<file path="src/rtl/dcsk_pkg.sv">
// dcsk_pkg: shared types, constants and helpers for the DCSK transmitter
package dcsk_pkg;
  localparam int LFSR_W = 16;
  // Feedback taps at bits 0,2,3,5 of a right-shifting register realise x^16+x^14+x^13+x^11+1
  localparam logic [LFSR_W-1:0] LFSR_TAPS = 16'h002D;
  localparam int SF_MAX = 16;
  typedef enum logic [1:0] {IDLE, REF, DATA} state_t;
  function automatic logic [4:0] sf_decode(input logic [1:0] sel);
    return 5'd2 << sel;
  endfunction
endpackage

</file>
<file path="src/rtl/dcsk_chaos_lfsr.sv">
// dcsk_chaos_lfsr: 16-bit Fibonacci LFSR supplying chaotic reference chips
module dcsk_chaos_lfsr
  import dcsk_pkg::*;
#(
  parameter logic [LFSR_W-1:0] SEED = 16'hACE1
) (
  input  logic Clk,
  input  logic N_Rst,
  input  logic Step,
  output logic Chip
);
  // An all-zero state would lock up, so a zero seed falls back to 1
  localparam logic [LFSR_W-1:0] INIT = (SEED == '0) ? 16'h0001 : SEED;
  logic [LFSR_W-1:0] lfsr;
  // Advance one position per consumed reference chip, feedback into the MSB
  always_ff @(posedge Clk or negedge N_Rst)
    if (!N_Rst) lfsr <= INIT;
    else if (Step) lfsr <= {^(lfsr & LFSR_TAPS), lfsr[LFSR_W-1:1]};
  assign Chip = lfsr[0];
endmodule

</file>
<file path="src/rtl/dcsk_mod.sv">
// dcsk_mod: DCSK transmitter serialising a data word into reference/data chip pairs
module dcsk_mod
  import dcsk_pkg::*;
#(
  parameter int NUM_BITS = 32,
  parameter logic [LFSR_W-1:0] LFSR_SEED = 16'hACE1
) (
  input  logic                Clk,
  input  logic                N_Rst,
  input  logic [NUM_BITS-1:0] In_Data,
  input  logic                In_Valid,
  output logic                In_Ready,
  input  logic [1:0]          Spread_Factor_Sel,
  input  logic                Tx_Abort,
  output logic                Out_Mod_Data,
  output logic                Out_Chip_Valid,
  output logic                Out_Phase,
  output logic                Frame_Done
);
  state_t              state;
  logic [3:0]          chip_cnt;
  logic [4:0]          bit_cnt;
  logic [4:0]          sf;
  logic [NUM_BITS-1:0] shift_reg;
  logic [SF_MAX-1:0]   del_reg;
  logic                lfsr_chip;
  logic                accept;
  logic                emit;
  logic                e_data;
  logic                e_last;
  logic                chip;
  logic                step;
  logic                frame_end;
  logic [4:0]          e_sf;
  logic [3:0]          e_cnt;

  dcsk_chaos_lfsr #(.SEED(LFSR_SEED)) u_lfsr (
    .Clk  (Clk),
    .N_Rst(N_Rst),
    .Step (step),
    .Chip (lfsr_chip)
  );

  // The state/counters name the chip produced at the next edge; acceptance itself emits reference chip 0
  always_comb begin
    accept    = state == IDLE && In_Ready && In_Valid;
    emit      = accept || (state != IDLE && !Tx_Abort);
    e_sf      = accept ? sf_decode(Spread_Factor_Sel) : sf;
    e_data    = !accept && state == DATA;
    e_cnt     = accept ? 4'd0 : chip_cnt;
    e_last    = e_cnt == 4'(e_sf - 5'd1);
    chip      = e_data ? ~(del_reg[e_cnt] ^ shift_reg[0]) : lfsr_chip;
    step      = emit && !e_data;
    frame_end = e_data && e_last && bit_cnt == 5'(NUM_BITS - 1);
  end

  // Frame sequencer with registered chip outputs; In_Ready stays low through the last chip
  always_ff @(posedge Clk or negedge N_Rst)
    if (!N_Rst) begin
      state          <= IDLE;
      chip_cnt       <= '0;
      bit_cnt        <= '0;
      sf             <= '0;
      shift_reg      <= '0;
      del_reg        <= '0;
      In_Ready       <= 1'b1;
      Out_Mod_Data   <= 1'b0;
      Out_Chip_Valid <= 1'b0;
      Out_Phase      <= 1'b0;
      Frame_Done     <= 1'b0;
    end else begin
      Out_Mod_Data   <= emit && chip;
      Out_Chip_Valid <= emit;
      Out_Phase      <= emit && e_data;
      Frame_Done     <= emit && frame_end;
      In_Ready       <= !emit;
      if (accept) begin
        shift_reg <= In_Data;
        sf        <= e_sf;
        bit_cnt   <= '0;
      end
      if (step) del_reg[e_cnt] <= lfsr_chip;
      if (!emit) begin
        state    <= IDLE;
        chip_cnt <= '0;
      end else if (e_data) begin
        chip_cnt <= e_last ? 4'd0 : chip_cnt + 4'd1;
        if (e_last) begin
          shift_reg <= shift_reg >> 1;
          bit_cnt   <= bit_cnt + 5'd1;
          state     <= frame_end ? IDLE : REF;
        end
      end else begin
        chip_cnt <= e_last ? 4'd0 : e_cnt + 4'd1;
        state    <= e_last ? DATA : REF;
      end
    end
endmodule

</file>
<file path="config.mk">
export PLATFORM = sky130hd
export DESIGN_NAME = dcsk_mod
export DESIGN_NICKNAME = d
export VERILOG_FILES = /design/src/rtl/dcsk_pkg.sv /design/src/rtl/dcsk_chaos_lfsr.sv /design/src/rtl/dcsk_mod.sv
export SDC_FILE = /design/constraint.sdc
export NUM_CORES = 1
export LEC_CHECK = 0
export CORE_MARGIN = 3
export CORE_UTILIZATION = 30
export DETAILED_ROUTE_END_ITERATION = 8
export PLACE_DENSITY_LB_ADDON = 0.3
export SYNTH_ARGS = -nofsm -noshare
export SYNTH_HDL_FRONTEND = slang
export SYNTH_SLANG_ARGS = --single-unit
</file>
<file path="constraint.sdc">
create_clock -name Clk -period 3.53 [get_ports Clk]
set_input_delay 1.059 -clock Clk [delete_from_list [all_inputs] [get_ports Clk]]
set_output_delay 1.059 -clock Clk [all_outputs]
set_load 0.005 [all_outputs]
</file>
==> summary by stage <==
Status
The flow ran to the end, and the final reports show no timing, DRC or antenna violations.

Clocking
Clock latency on the worst-skew pair, taken at its later pin, is 0.34 ns. Clock tree synthesis selected as its root buffer the cell sky130_fd_sc_hd__clkbuf_16. CTS built an H-tree with a depth of 3.

The post-CTS resize count is 0. The buffers inserted during post-CTS setup optimization is 0. Clock-pin slew was measured on the worst setup and hold paths at 0.06 ns.

TritonCTS built the clock tree. CTS saw 84 sinks. Clock tree synthesis inserted a total of 9 buffers. The clock passes through at most 2 buffers. The cts-stage hold buffer count is 0.

STA
The aggregate negative setup slack is 0 ns. Static timing analysis puts the maximum clock frequency at 323 MHz. The part of the cycle the worst path needs is 0.876. The transition at the pin with the smallest max-transition slack is 1.08 ns.

The final critical-path required period is 3.09 ns. Setup repair after global routing left no endpoint under its margin. Across the routed clock network, the largest skew measured is 0.00620 ns. The max-slew violation total from the final report is 0. The hold violation total from the final report came to 0. Headroom to the max-slew limit came out at 0.282.

The final setup violation count is 0.

Pwr
Of the total power, the share spent switching nets is 0.307. The relative contribution of sequential cells to total power is 0.414. Of the total power, combinational logic draws 0.257. The worst vdd rail ir drop is 341 uV. In this run the power spent charging and discharging nets is 0.00100 W. In this run the power density over the cells is 670 nW/um^2. The design internal power is 0.00226 W. The clock group share of total power is 0.329.

The total leakage power is 2.20 nW.

Worst hold path
The startpoint identified for the worst hold timing path is del_reg[11]. The classification of the worst-slack hold path is reg2reg. The worst hold path passes through 2 cells.

The path with the worst hold slack has its endpoint at del_reg[11].

Logic synthesis
For this run, asynchronously set or reset flops after synthesis account for 1.00. The synthesized design contains 0 enable-type register cells. The number of warning messages in the yosys log is 0. Synthesis produced a netlist whose cell count is 404. The net count after synthesis is 450.

After synthesis, the cell types taking the most area are sky130_fd_sc_hd__dfrtp_1 48%, sky130_fd_sc_hd__nand2_1 10%, sky130_fd_sc_hd__dfstp_2 6.0%. Averaged over all synthesized cells, the footprint is 9.68 um^2. The proportion of netlist area held by the largest area contributor is 0.480. The combined area of all synthesized cells is 3910 um^2. Of the synthesized area, sequential elements account for 0.541. Counting distinct cell types in the post-synthesis netlist gives 39. The prevailing post-synth register cell is sky130_fd_sc_hd__dfrtp_1. sky130_fd_sc_hd__dfrtp_1 takes more of the synthesized area than any other cell. Synthesis inferred 84 register bits.

Critical path
The largest single stage delay on the critical path is 0.50 ns. The required time reported for the critical path endpoint is 3.80 ns. In this run the critical register-to-register path is launched from state[0]. The highest-delay cell along the critical path is sky130_fd_sc_hd__clkdlybuf4s50_1. The critical path is of the in2reg type.

The signal on the critical path passes through clkdlybuf4s50_1 -> nand4bb_2 -> o31ai_1 -> inv_1 -> ha_1 -> xor2_1 -> nand3_1 -> nor3_4 -> nand2_2 -> or3_1 -> a21oi_1. The family with the most delay on the worst path is simple AND/OR/NAND/NOR gates. The buffers plus inverters on the worst setup path is 2. The worst setup path is launched from a primary input. The length in cells of the worst reg-to-reg path is 10.

STA puts the critical path data arrival time at 3.36 ns. In this run the critical register-to-register path is captured at bit_cnt[3]. The slack of the worst reg-to-reg path is 1.09 ns. The worst setup path is captured at a flop. In this run the worst path has a maximum fanout of 4.

Placement
Once detailed placement completed, the half-perimeter wirelength came to 5540 um. The number of port buffers is 42. The global placer's final weighted congestion is 0.786.

Floorplanning
The core region is 12700 um^2. Row generation in the floorplan step produced 41 rows. The area enclosed by the die boundary is 14400 um^2.

The floorplan die height is 120 um. In this run the horizontal extent of the chip is 120 um. The initial utilization of the core area, before any placement, comes to 0.308. 43 I/O pins were placed.

Drt
In this run the remaining antenna-violating nets after routing total 0. In the routed design, unresolved DRC markers number 0. The met3 wire length is 264 um. The post-detailed-route via-to-cell ratio is 4.70. The detailed-route wire length on metal 1 is 4010 um.

The via count is 2921. The total iterations of the first detailed-routing run is 4. The highest layer touched by signal routing is met4. The routed wire length per instance is 13.4 um.

In this run, the number of DRC markers left after iteration 0 of detailed routing was 194. The sum of routed wire length over all layers is 8310 um. Detailed routing placed a total of 3890 um of wire on met2.

Global routing
The initial antenna violation count is 0. Across every metal layer, demand over resource in global routing totals 0.121. The first global-routing pass estimated 14000 um of wire. The pin count of the biggest net entering global routing is 85.

The aggregate global routing overflow is 0. The number of global-route vias before repair is 2852.

Layout
The number of diodes added for antenna fixing is 0. The growth of design area from synthesis to finish is 24.6%. The end-of-flow core utilization is 0.385. The number of nets in the finished design is 490.

The flip-flop count of the largest register after layout is 32. In the final layout, the share of cells above drive strength 1 is 0.143.

Flow run
The number of maximum-capacitance violations is 0.
==> logic make-up after synthesis <==
group	Yosys count	share of synthesized area
muxes	26	0.0794
AOI/OAI and AO/OA	65	0.101
and+or+nand+nor	178	0.195
xor gates and xnor gates	11	0.0246
buffers and inverters	32	0.0339
adders and majority gates	8	0.0256
DFF	84	0.541
==> layer usage <==
metal	GRT usage	vias to the layer above
met3	0.0330	13
met4	0.0480	0
met5	0	-
li1	-	1439
met1	0.158	1439
met2	0.191	30
==> synth_stat cells, types with 2 or more instances <==
master,count
sky130_fd_sc_hd__nand2_1,108
sky130_fd_sc_hd__dfrtp_1,75
sky130_fd_sc_hd__nor2_1,40
sky130_fd_sc_hd__a31oi_1,32
sky130_fd_sc_hd__mux2_2,20
sky130_fd_sc_hd__o21ai_0,18
sky130_fd_sc_hd__clkbuf_1,16
sky130_fd_sc_hd__inv_1,10
sky130_fd_sc_hd__dfstp_2,9
sky130_fd_sc_hd__xnor2_1,9
sky130_fd_sc_hd__ha_1,8
sky130_fd_sc_hd__nand3_1,7
sky130_fd_sc_hd__a21oi_1,6
sky130_fd_sc_hd__and3_1,5
sky130_fd_sc_hd__buf_2,4
sky130_fd_sc_hd__mux2i_1,4
sky130_fd_sc_hd__nand3b_1,4
sky130_fd_sc_hd__and2_1,3
sky130_fd_sc_hd__a211o_1,2
sky130_fd_sc_hd__buf_4,2
sky130_fd_sc_hd__mux4_2,2
sky130_fd_sc_hd__or2_2,2
sky130_fd_sc_hd__xor2_1,2
==> placed cells by master (no fill, tap or decap), types with 2 or more instances in the layout <==
cell                              synthesis  routed
sky130_fd_sc_hd__a211o_1                  2       2
sky130_fd_sc_hd__nand3b_1                 4       4
sky130_fd_sc_hd__clkdlybuf4s50_1          0      41
sky130_fd_sc_hd__buf_4                    2       9
sky130_fd_sc_hd__and3_1                   5       5
sky130_fd_sc_hd__inv_1                   10      10
sky130_fd_sc_hd__o21ai_0                 18      18
sky130_fd_sc_hd__clkinvlp_4               0       2
sky130_fd_sc_hd__or2_2                    2       2
sky130_fd_sc_hd__xor2_1                   2       2
sky130_fd_sc_hd__nor2_1                  40      40
sky130_fd_sc_hd__bufinv_16                0       3
sky130_fd_sc_hd__nand3_1                  7       7
sky130_fd_sc_hd__a21oi_1                  6       6
sky130_fd_sc_hd__mux2i_1                  4       4
sky130_fd_sc_hd__a31oi_1                 32      32
sky130_fd_sc_hd__nand2_1                108     108
sky130_fd_sc_hd__mux2_2                  20      20
sky130_fd_sc_hd__dfrtp_1                 75      75
sky130_fd_sc_hd__xnor2_1                  9       9
sky130_fd_sc_hd__clkbuf_16                0       9
sky130_fd_sc_hd__ha_1                     8       8
sky130_fd_sc_hd__dfstp_2                  9       9
sky130_fd_sc_hd__and2_1                   3       3
sky130_fd_sc_hd__mux4_2                   2       2
sky130_fd_sc_hd__clkinv_2                 0       2
==> area by class of cell <==
class | instances | area (um^2)
tap | 172 | 215
clock buffer | 9 | 225
inverter | 10 | 37.5
sequential | 84 | 2110
clock inverter | 7 | 115
fill | 1291 | 7800
timing repair buffer | 51 | 498
multi-input combinational | 288 | 1670
==> worst register-to-register path: cells and delay by family (launching register included) <==
kind | cells | cell delay, ns
flops | 1 | 0.43
buf+inv | 1 | 0.08
simple gates | 5 | 1.03
compound gates | 2 | 0.41
fa+ha+maj | 1 | 0.29
xor+xnor | 1 | 0.14
==> how the worst max path moves through the flow <==
stage,startpoint,endpoint,depth (start not counted)
finish,In_Valid,bit_cnt[3],11
global route,In_Valid,bit_cnt[3],11
CTS,In_Valid,bit_cnt[3],11
detailed placement,In_Valid,bit_cnt[3],11
global placement,In_Valid,bit_cnt[3],11
floorplan,In_Valid,bit_cnt[3],11
==> stage by stage <==
stage	setup slack, ns	area (um^2)	power (W)	hold slack (ns)	cells
finish	0.438	4870	0.00326	0.482	621
global route	0.230	4870	0.00348	0.493	621
CTS	0.429	4870	0.00332	0.480	621
detailed placement	0.0442	4530	0.00222	0.466	605
global placement	0.123	4530	0.00220	0.458	605
floorplan	0.363	3910	0.00194	0.440	404
==> power by group through the flow <==
stage / combinational [W] / sequential (W) / clock, W
after CTS: 0.000863 / 0.00135 / 0.00111
after global routing: 0.000949 / 0.00139 / 0.00114
final: 0.000840 / 0.00135 / 0.00107
after detailed placement: 0.000859 / 0.00136 / 0
after global placement: 0.000836 / 0.00136 / 0
after floorplan: 0.000647 / 0.00130 / 0
Power figures use the tool's default switching activity.
